===== src/rtl/sseg_pkg.sv =====
// Shared character codes, segment constants and the {dp,char} buffer entry type
// for the scrolling seven-segment message display.
package sseg_pkg;

   localparam logic [4:0] CHAR_BLANK = 5'd16;
   localparam logic [4:0] CHAR_DASH  = 5'd17;
   localparam logic [7:0] SEG_OFF_N  = 8'hFF;
   localparam logic [7:0] SEG_DASH_N = 8'hBF;

   typedef struct packed {
      logic       dp;
      logic [4:0] code;
   } sseg_entry_t;

   localparam sseg_entry_t ENTRY_BLANK = '{dp: 1'b0, code: CHAR_BLANK};

   // Active-low {dp,g,f,e,d,c,b,a} pattern for a hex nibble, dp left dark.
   function automatic logic [7:0] hex_seg_n(input logic [3:0] nib);
      logic [7:0] seg;
      case (nib)
         4'h0:    seg = 8'hC0;
         4'h1:    seg = 8'hF9;
         4'h2:    seg = 8'hA4;
         4'h3:    seg = 8'hB0;
         4'h4:    seg = 8'h99;
         4'h5:    seg = 8'h92;
         4'h6:    seg = 8'h82;
         4'h7:    seg = 8'hF8;
         4'h8:    seg = 8'h80;
         4'h9:    seg = 8'h90;
         4'hA:    seg = 8'h88;
         4'hB:    seg = 8'h83;
         4'hC:    seg = 8'hC6;
         4'hD:    seg = 8'hA1;
         4'hE:    seg = 8'h86;
         default: seg = 8'h8E;
      endcase
      return seg;
   endfunction

endpackage


===== src/rtl/sseg_decode.sv =====
// Combinational decoder from a {dp,char} buffer entry to an active-low
// seven-segment pattern; one instance per displayed digit.
module sseg_decode
   import sseg_pkg::*;
(
   input  sseg_entry_t entry,
   output logic [7:0]  seg_n
);

   always_comb begin
      seg_n = SEG_OFF_N;
      if (entry.code < CHAR_BLANK) begin
         seg_n = hex_seg_n(entry.code[3:0]);
      end else if (entry.code == CHAR_DASH) begin
         seg_n = SEG_DASH_N;
      end
      if (entry.dp) begin
         seg_n[7] = 1'b0;
      end
   end

endmodule


===== src/rtl/sseg_scroller.sv =====
// Scrolls a small writable character buffer across a four-digit seven-segment
// display, stepping once every 2^TICK_N enabled clocks in either direction.
module sseg_scroller
   import sseg_pkg::*;
#(
   parameter int TICK_N  = 26,
   parameter int MSG_LEN = 10
)
(
   input  logic       i_clk,
   input  logic       i_reset,
   input  logic       i_en,
   input  logic       i_dir,
   input  logic       i_wr,
   input  logic [3:0] i_waddr,
   input  logic [4:0] i_wchar,
   input  logic       i_wdp,
   output logic [7:0] o_digit_n [3:0],
   output logic [3:0] o_pos,
   output logic       o_tick
);

   localparam logic [3:0] LAST_POS = 4'(MSG_LEN - 1);
   localparam logic [4:0] LEN5     = 5'(MSG_LEN);

   logic [TICK_N-1:0] tick_cnt;
   logic [3:0]        pos_q;
   logic [3:0]        pos_next;
   logic              write_ok;
   sseg_entry_t       msg_buf [MSG_LEN];
   logic [7:0]        seg_n [3:0];

   // The step fires in the cycle the counter is about to wrap, so it can never
   // be seen while scrolling is frozen.
   assign o_tick   = i_en & (&tick_cnt);
   assign o_pos    = pos_q;
   assign write_ok = i_wr && ({1'b0, i_waddr} < LEN5);

   function automatic logic [3:0] wrap_idx(input logic [3:0] p, input logic [1:0] off);
      logic [4:0] sum;
      sum = {1'b0, p} + {3'b000, off};
      if (sum >= LEN5) begin
         sum = sum - LEN5;
      end
      return sum[3:0];
   endfunction

   always_ff @(posedge i_clk or posedge i_reset) begin
      if (i_reset) begin
         tick_cnt <= '0;
      end else if (i_en) begin
         tick_cnt <= tick_cnt + TICK_N'(1);
      end
   end

   always_comb begin
      pos_next = pos_q;
      if (i_dir) begin
         pos_next = (pos_q == 4'd0) ? LAST_POS : pos_q - 4'd1;
      end else begin
         pos_next = (pos_q == LAST_POS) ? 4'd0 : pos_q + 4'd1;
      end
   end

   always_ff @(posedge i_clk or posedge i_reset) begin
      if (i_reset) begin
         pos_q <= 4'd0;
      end else if (o_tick) begin
         pos_q <= pos_next;
      end
   end

   // Out-of-range addresses are dropped so the buffer is never written past its end.
   always_ff @(posedge i_clk or posedge i_reset) begin
      if (i_reset) begin
         for (int i = 0; i < MSG_LEN; i++) begin
            msg_buf[i] <= ENTRY_BLANK;
         end
      end else if (write_ok) begin
         msg_buf[i_waddr] <= '{dp: i_wdp, code: i_wchar};
      end
   end

   // Digit k shows entry (pos+3-k) mod MSG_LEN; digit 3 is the leftmost.
   for (genvar k = 0; k < 4; k++) begin : g_digit
      localparam logic [1:0] OFF = 2'(3 - k);
      logic [3:0] idx;
      assign idx = wrap_idx(pos_q, OFF);
      sseg_decode u_decode (
         .entry (msg_buf[idx]),
         .seg_n (seg_n[k])
      );
   end

   always_ff @(posedge i_clk or posedge i_reset) begin
      if (i_reset) begin
         for (int k = 0; k < 4; k++) begin
            o_digit_n[k] <= SEG_OFF_N;
         end
      end else begin
         for (int k = 0; k < 4; k++) begin
            o_digit_n[k] <= seg_n[k];
         end
      end
   end

endmodule


===== config.mk =====
export PLATFORM = sky130hd
export DESIGN_NAME = sseg_scroller
export DESIGN_NICKNAME = d
export VERILOG_FILES = /design/src/rtl/sseg_pkg.sv /design/src/rtl/sseg_decode.sv /design/src/rtl/sseg_scroller.sv
export SDC_FILE = /design/constraint.sdc
export NUM_CORES = 1
export LEC_CHECK = 0
export BUFFER_PORTS_ARGS = -buffer_cell sky130_fd_sc_hd__buf_2
export CAP_MARGIN = 20
export CORE_MARGIN = 2
export CORE_UTILIZATION = 34
export DETAILED_ROUTE_END_ITERATION = 8
export SLEW_MARGIN = 25
export SYNTH_ARGS = -nofsm -noshare
export SYNTH_HDL_FRONTEND = slang
export SYNTH_SLANG_ARGS = --single-unit

===== constraint.sdc =====
create_clock -name i_clk -period 4.32 [get_ports i_clk]
set_input_delay 0.216 -clock i_clk [delete_from_list [all_inputs] [get_ports i_clk]]
set_output_delay 0.216 -clock i_clk [all_outputs]
set_load 0.1 [all_outputs]

# Word-level counts from Yosys, hierarchy flattened
# Memories as Yosys holds them, arrays and structs flattened.
# Index checks and enable logic that the tools add are counted.
totals:
  in_bits: 15
  output_inout_bits: 37
  rom_bits: 448
  elab_cells: 104
  regBits: 122
  mem_count: 4
mem_list:
  columns: ["name", "depth", "width", "rd", "rd_clocked_by_memory_dff", "write_ports", "line", "text"]
  rows:
  - ["(no name shown)", 16, 7, 1, 0, 0, "sseg_pkg.sv:20", "case (nib)"]
  - ["(no name shown)", 16, 7, 1, 0, 0, "sseg_pkg.sv:20", null]
  - ["(no name shown)", 16, 7, 1, 0, 0, "sseg_pkg.sv:20", null]
  - ["(no name shown)", 16, 7, 1, 0, 0, "sseg_pkg.sv:20", null]
op_classes:
  mux: 34
  n_addsub: 10
  eq_ne: 5
  bitwise_logic: 6
  reduce_logical: 4
  n_lt_le_gt_ge: 15
op_table:
  columns: ["cell", "n"]
  rows:
  - ["6-bit binary-select mux with 4-bit select", 4]
  - ["60-bit bitwise mux", 1]
  - ["6-bit two-way mux", 9]
  - ["8-bit two-way mux", 4]
  - ["4-bit two-way mux", 7]
  - ["7-bit two-way mux", 4]
  - ["26-bit by 1-bit adder with 26-bit output, second input constant", 1]
  - ["26-bit AND reduction", 1]
  - ["5-bit >= comparator, second input constant", 5]
  - ["4-bit NOT with 5-bit output", 5]
  - ["6-bit demux with 4-bit select", 1]
  - ["5-bit == test, second input constant", 4]
  - ["5-bit < comparator, second input constant", 4]
  - ["4-bit subtractor, second input constant", 4]
  - ["5-bit by 4-bit >= comparator with 1-bit output, second input constant", 3]
  - ["4-bit by 2-bit adder with 5-bit output, second input constant", 2]
  - ["4-bit by 1-bit adder with 5-bit output, second input constant", 1]
  - ["5-bit by 1-bit < comparator with 1-bit output, second input constant", 1]
  - ["4-bit by 1-bit adder with 4-bit output, second input constant", 1]
  - ["4-bit == test, second input constant", 1]
  - ["4-bit >= comparator, second input constant", 1]
  - ["4-bit zero test", 1]
  - ["4-bit < comparator, second input constant", 1]
  - ["1-bit two-way mux", 4]
  - ["other kinds (3)", 4]

# Longest topological paths before layout
logic_depth:
  ltp_word: 11
  mapped_depth: 21
  depth_no_buf: 16

# Modules after synthesis
# A second synthesis with hierarchy kept.
unflattened:
  hier_cells: 743
  area_unflattened_um2: 8217.9
modules_own_cells:
  columns: ["mod", "cells_each", "instances", "area_each_um2", "seq_area_each_um2"]
  rows:
  - ["sseg_scroller", 575, 1, 6982.9, 3105.5]
  - ["sseg_decode at g_digit[2].u_decode ...", 42, 2, 307.8, 0.0]
  - ["sseg_decode at g_digit[0].u_decode", 42, 1, 320.3, 0.0]
  - ["sseg_decode at g_digit[1].u_decode", 42, 1, 299.0, 0.0]

# Worst setup path before layout
# Ideal clock, no wire load.
synth_path:
  path_kind: "register to register"
  from: "register pos_q[0], in the netlist o_pos[0]"
  to: "register o_digit_n[18] (netlist bit)"
  path_buffers: 6
  setup_ps: 82
  synth_period_minus_slack_ps: 5366
  arrival_time_ps: 5284
  slack_ps: -1046
  required_time_ps: 4238
  stages_incl_launch_ff: 21
  path_cell_list: "dfrtp_1 buf_4 inv_2 buf_2 buf_2 ha_1 clkbuf_1 inv_1 clkbuf_1 ha_1 nor2b_1 o21ai_1 a22oi_2 buf_2 mux4_2 nand2_1 o311a_1 ha_1 nand2b_1 nor2_1 a211o_1"
synth_between:
  elab_chain_cells: 9
  word_cells_on_any_way: 11
  classes_between: "add/sub: 2; order compare: 2; mux: 5; bitwise: 1; memory: 1"
synth_rtl:
  columns: ["element", "line", "text"]
  rows:
  - ["from (decl)", "sseg_scroller.sv:27", "logic [3:0] pos_q;"]
  - ["from (signal assigned)", "sseg_scroller.sv:69", "pos_q <= pos_next;"]
  - ["4-bit by 1-bit adder with 5-bit output *", "sseg_scroller.sv:41", "sum = {1'b0, p} + {3'b000, off};"]
  - ["4-bit subtractor or 5-bit by 4-bit >= comparator with 1-bit output (tied branches)", "sseg_scroller.sv:43, sseg_scroller.sv:42", null]
  - ["4-bit two-way mux *", "sseg_scroller.sv:42", "if (sum >= LEN5) begin"]
  - ["4-bit NOT with 5-bit output (implied by the code) *", "sseg_scroller.sv:90", ".entry (msg_buf[idx]),"]
  - ["6-bit binary-select mux with 4-bit select *", "sseg_scroller.sv:90", null]
  - ["6-bit two-way mux (implied by the code) * (2 in series)", "sseg_scroller.sv:90", null]
  - ["memory 16 x 7 bit or 5-bit < comparator (tied branches)", null, null]
  - ["8-bit two-way mux *", "sseg_decode.sv:12", "if (entry.code < CHAR_BLANK) begin"]
  - ["named net g_digit[2].u_decode.seg_n[2]", "sseg_decode.sv:7", "output logic [7:0] seg_n"]
  - ["to (signal, indexed assignment)", "sseg_scroller.sv:102", "o_digit_n[k] <= seg_n[k];"]
  - ["to (decl)", "sseg_scroller.sv:18", "output logic [7:0] o_digit_n [3:0],"]
# The timed path passes the listed nets; every way through them passes the cells marked *. The select of a mux whose other input is x is not followed.
# A chain may end at the register's enable or synchronous reset.

# Worst setup path after layout
layout_path:
  from: "register pos_q[1], in the netlist o_pos[1]"
  to: "register o_digit_n[6] (netlist bit)"
layout_between:
  elab_chain_cells: 10
  word_cells_on_any_way: 13
  classes_between: "add/sub: 2; order compare: 2; eq/ne: 1; mux: 6; bitwise: 1; memory: 1"
layout_rtl:
  columns: ["element", "line"]
  rows:
  - ["4-bit by 2-bit adder with 5-bit output *", "sseg_scroller.sv:41"]
  - ["4-bit subtractor or 5-bit by 4-bit >= comparator with 1-bit output (tied branches)", "sseg_scroller.sv:43, sseg_scroller.sv:42"]
  - ["4-bit two-way mux *", "sseg_scroller.sv:42"]
  - ["4-bit NOT with 5-bit output (implied by the code) *", "sseg_scroller.sv:90"]
  - ["6-bit binary-select mux with 4-bit select *", "sseg_scroller.sv:90"]
  - ["6-bit two-way mux (implied by the code) * (2 in series)", "sseg_scroller.sv:90"]
  - ["parallel branches: the longest is 2 deep, another holds memory 16 x 7 bit", null]
  - ["8-bit two-way mux *", "sseg_decode.sv:12"]
  - ["named net g_digit[0].u_decode.seg_n[6]", "sseg_decode.sv:7"]
# Mark *: on every way through the listed nets, which the timed path passes. The select of a mux whose other input is x is not followed.

==> impl_metrics.py <==
metrics = {
    "clock_tree": {
        "clock-sinks": 122,
        "tritoncts": "done",
        "htreeDepth": 4,
        "clk_path_buf_depth": 2,
        "post_cts_buffers": 0,
        "cts.clk_slew.worst_paths_ns": 0.07,
        "cts-buffers-inserted": 17,
        "cts_root_buf": "clkbuf_16",
        "clock_latency_ns": 0.43,
    },
    "power_and_ir_drop": {
        "pwr-share-comb": 0.380,
        "leakagePower_nw": 3.97,
        "pwr-share-seq": 0.335,
        "switching_share": 0.433,
        "p_per_area_mw_per_mm2": 533,
        "p_int_mw": 3.02,
        "ir_drop_v": 0.000378,
        "pwr-share-clk": 0.285,
        "switchingPower_mw": 2.30,
    },
    "final_layout": {
        "area_delta_synth_final_pct": 15.6,
        "drive_gt1_frac": 0.345,
        "num_antenna_cells": 0,
        "layout.nets": 888,
        "final_area_mm2": 0.00998,
    },
    "placement": {
        "dpl.hpwl_um": 16600,
        "pre_cts_ws_ns": 0.229,
        "place_area_mm2": 0.00934,
        "io_buffer_count": 51,
        "gp_congestion": 0.938,
    },
    "timing": {
        "fin_skew_ns": 0.00894,
        "rsz0062_at_grt": "true",
        "setup_viol": 0,
        "min_period_over_period": 0.938,
        "worst_pin_slew_ns": 0.946,
        "finalHoldViolations": 0,
        "slew_headroom": 0.369,
        "finalCriticalPeriod_ns": 4.05,
        "max_freq_mhz": 247,
        "drv_slew": 0,
        "layout_setup_ws_ns": 0.269,
        "setup_tns_ns": 0,
    },
    "logic_synthesis": {
        "ys_types": 90,
        "syn-cell-area_mm2": 0.00864,
        "yosys_register_bits": 122,
        "synth_ff_type": "dfrtp_1",
        "synthArstFlopShare": 1.00,
        "synth_fp_nets": 841,
        "avgSynthCellArea_um2": 10.9,
        "synthCells": 792,
        "yosys_warnings": 0,
        "synth_edf_count": 0,
        "yosysSeqAreaShare": 0.360,
    },
    "global_routing": {
        "use_met3": 0.0376,
        "track_usage": 0.175,
        "grt-busiest-layer": "met2",
        "grt_max_degree": 53,
        "grtUsageMet2": 0.269,
        "antenna_found_initial": 0,
        "grt_pass1_wl_um": 36200,
        "grt_overflow": 0,
        "grt_pass1_vias": 6522,
        "grt_use_met1": 0.244,
    },
    "floorplan": {
        "num_rows": 58,
        "fp.dieW_um": 163,
        "fp.coreArea_mm2": 0.0250,
        "io_pins": 52,
        "die-area_mm2": 0.0267,
        "initial_core_util": 0.345,
        "fp.dieH_um": 163,
    },
    "status": {
        "status": "finished, final reports clean",
    },
    "drt": {
        "ant_nets": 0,
        "vias_per_cell": 5.60,
        "dr_total_vias": 6621,
        "drcViolationCount": 0,
        "first_pass_iters": 5,
        "wl_um": 22300,
        "wl_per_cell_um": 18.9,
        "drtIter0Drc": 515,
    },
    "setup_path": {
        "arrival_ns": 4.41,
        "crit_start": "o_pos[1]",
        "r2r-end": "o_digit_n[6]",
        "r2r_slack_ns": 0.27,
        "setup.worst_path.start_class": "register",
        "ff2ff_path_depth": 15,
        "cp_max_fo": 11,
        "end_kind": "register",
        "crit_required_ns": 4.68,
        "crit_type": "reg2reg",
        "r2r-start": "o_pos[1]",
    },
    "worst_hold_path": {
        "whs_endpoint": "tick_cnt[0]",
        "min_path_type": "in2reg",
        "hp-start": "i_en",
        "hold_depth": 2,
    },
    "flow_run": {
        "maxCapViolations": 0,
    },
}
==> final cells by class <==
type / count / area (um^2)
sequential: 122 / 3110
tap: 330 / 413
multi-input combinational: 595 / 5280
fill: 2419 / 15100
clock inverter: 15 / 200
clock buffer: 17 / 425
timing repair buffer: 74 / 430
inverter: 29 / 130
==> worst max path at each step <==
stage               endpoint  slack (ns)  cells past startpoint
6_report        o_digit_n[6]        0.27                     15
5_1_grt        o_digit_n[16]      -0.008                     15
4_1_cts         o_digit_n[6]        0.19                     15
3_5_place_dp    o_digit_n[6]        0.23                     15
3_3_place_gp    o_digit_n[6]        0.33                     15
2_1_floorplan  o_digit_n[18]        0.01                     20
==> power by group through the flow <==
stage / sequential, mW / combinational, mW / clock, mW
finish: 1.78 / 2.02 / 1.51
detailed placement: 1.79 / 2.02 / 0
CTS: 1.77 / 2.03 / 1.56
global route: 1.82 / 2.16 / 1.61
floorplan: 2.58 / 0.852 / 0
global placement: 1.78 / 2.00 / 0
==> cells by family (layout without fill, tap and decap cells) <==
family,count (synthesis),after routing,share of synthesized area
buffers and inverters,75,135,0.0435
DFF,122,122,0.360
xor gates and xnor gates,33,33,0.0343
AOI/OAI and AO/OA,160,160,0.150
adders and majority gates,34,34,0.0492
and+or+nand+nor,221,221,0.131
muxes,147,147,0.233
==> synth_stat cells, types with 11 or more instances <==
| cell type | number | share of area |
|---|---|---|
| dfrtp_1 | 80 | 0.23 |
| dfstp_2 | 42 | 0.13 |
| nand2b_1 | 17 | 0.012 |
| nor3_1 | 11 | 0.0064 |
| nor2_1 | 38 | 0.017 |
| buf_2 | 17 | 0.0098 |
| o21ai_0 | 12 | 0.0070 |
| xnor2_1 | 24 | 0.024 |
| ha_1 | 34 | 0.049 |
| a21oi_1 | 26 | 0.015 |
| mux4_2 | 35 | 0.091 |
| nand2_1 | 74 | 0.032 |
| clkbuf_1 | 12 | 0.0052 |
| mux2i_1 | 44 | 0.051 |
| inv_1 | 26 | 0.011 |
| o221ai_1 | 14 | 0.014 |
| mux2_2 | 65 | 0.085 |
| nand3_1 | 19 | 0.011 |
==> layer usage <==
| metal | wire, um | share of wire | vias up |
|---|---|---|---|
| li1 | - | - | 3085 |
| met1 | 10200 | 0.46 | 3284 |
| met2 | 10200 | 0.46 | 224 |
| met3 | 1590 | 0.071 | 28 |
| met4 | 363 | 0.016 | 0 |
| met5 | 0 | 0 | - |
==> sequential cells by signal, indices dropped and copies added (netlist names) <==
name       count
msg_buf       60
o_digit_n     32
o_pos          4
tick_cnt      26
==> worst max-delay path: stages (launching register included) <==
cell	delay [ns]
dfrtp_2	0.39
clkinvlp_4	0.24
ha_4	0.28
xor2_4	0.30
ha_4	0.23
inv_2	0.07
a211oi_4	0.34
nor4_4	0.10
nor2_4	0.25
mux2_1	0.37
a311o_1	0.29
a21oi_2	0.33
inv_2	0.09
ha_2	0.21
mux2_1	0.28
a31o_1	0.21
==> what timing repair did <==
| action | in CTS | in global routing |
|---|---|---|
| setup endpoints to repair | 0 | 2 |
| resized for setup | 0 | 1 |
| endpoints found under the hold margin | 47 | 0 |
| hold buffers | 1 | 0 |
==> layout by cell type, fill, tap and decap left out, drive strengths merged, types with 5 or more instances in the layout <==
master	count
o221ai	15
inv	37
nor2b	8
ha	34
nand2	74
nand3	20
xnor2	24
a31oi	6
nor2	39
a221oi	10
mux2i	44
o22ai	8
a21oi	30
and2	7
nand2b	17
mux4	36
dfrtp	80
buf	73
nor3	11
xor2	9
o31ai	5
mux2	67
a21o	6
nand3b	7
o311ai	5
clkbuf	17
dfstp	42
nand4	7
a2111oi	6
a211oi	9
and3	6
o21ai	19
==> through the flow <==
stage	cells	utilization	hold slack [ns]	power, mW
after detailed placement	1149	0.373	0.367	3.81
final	1182	0.399	0.0466	5.32
after global routing	1182	0.399	0.0652	5.59
after global placement	1149	0.373	0.363	3.79
after CTS	1182	0.398	0.0170	5.36
after floorplan	792	-	0.307	3.43
No activity file was read; power rests on OpenSTA's default activity.
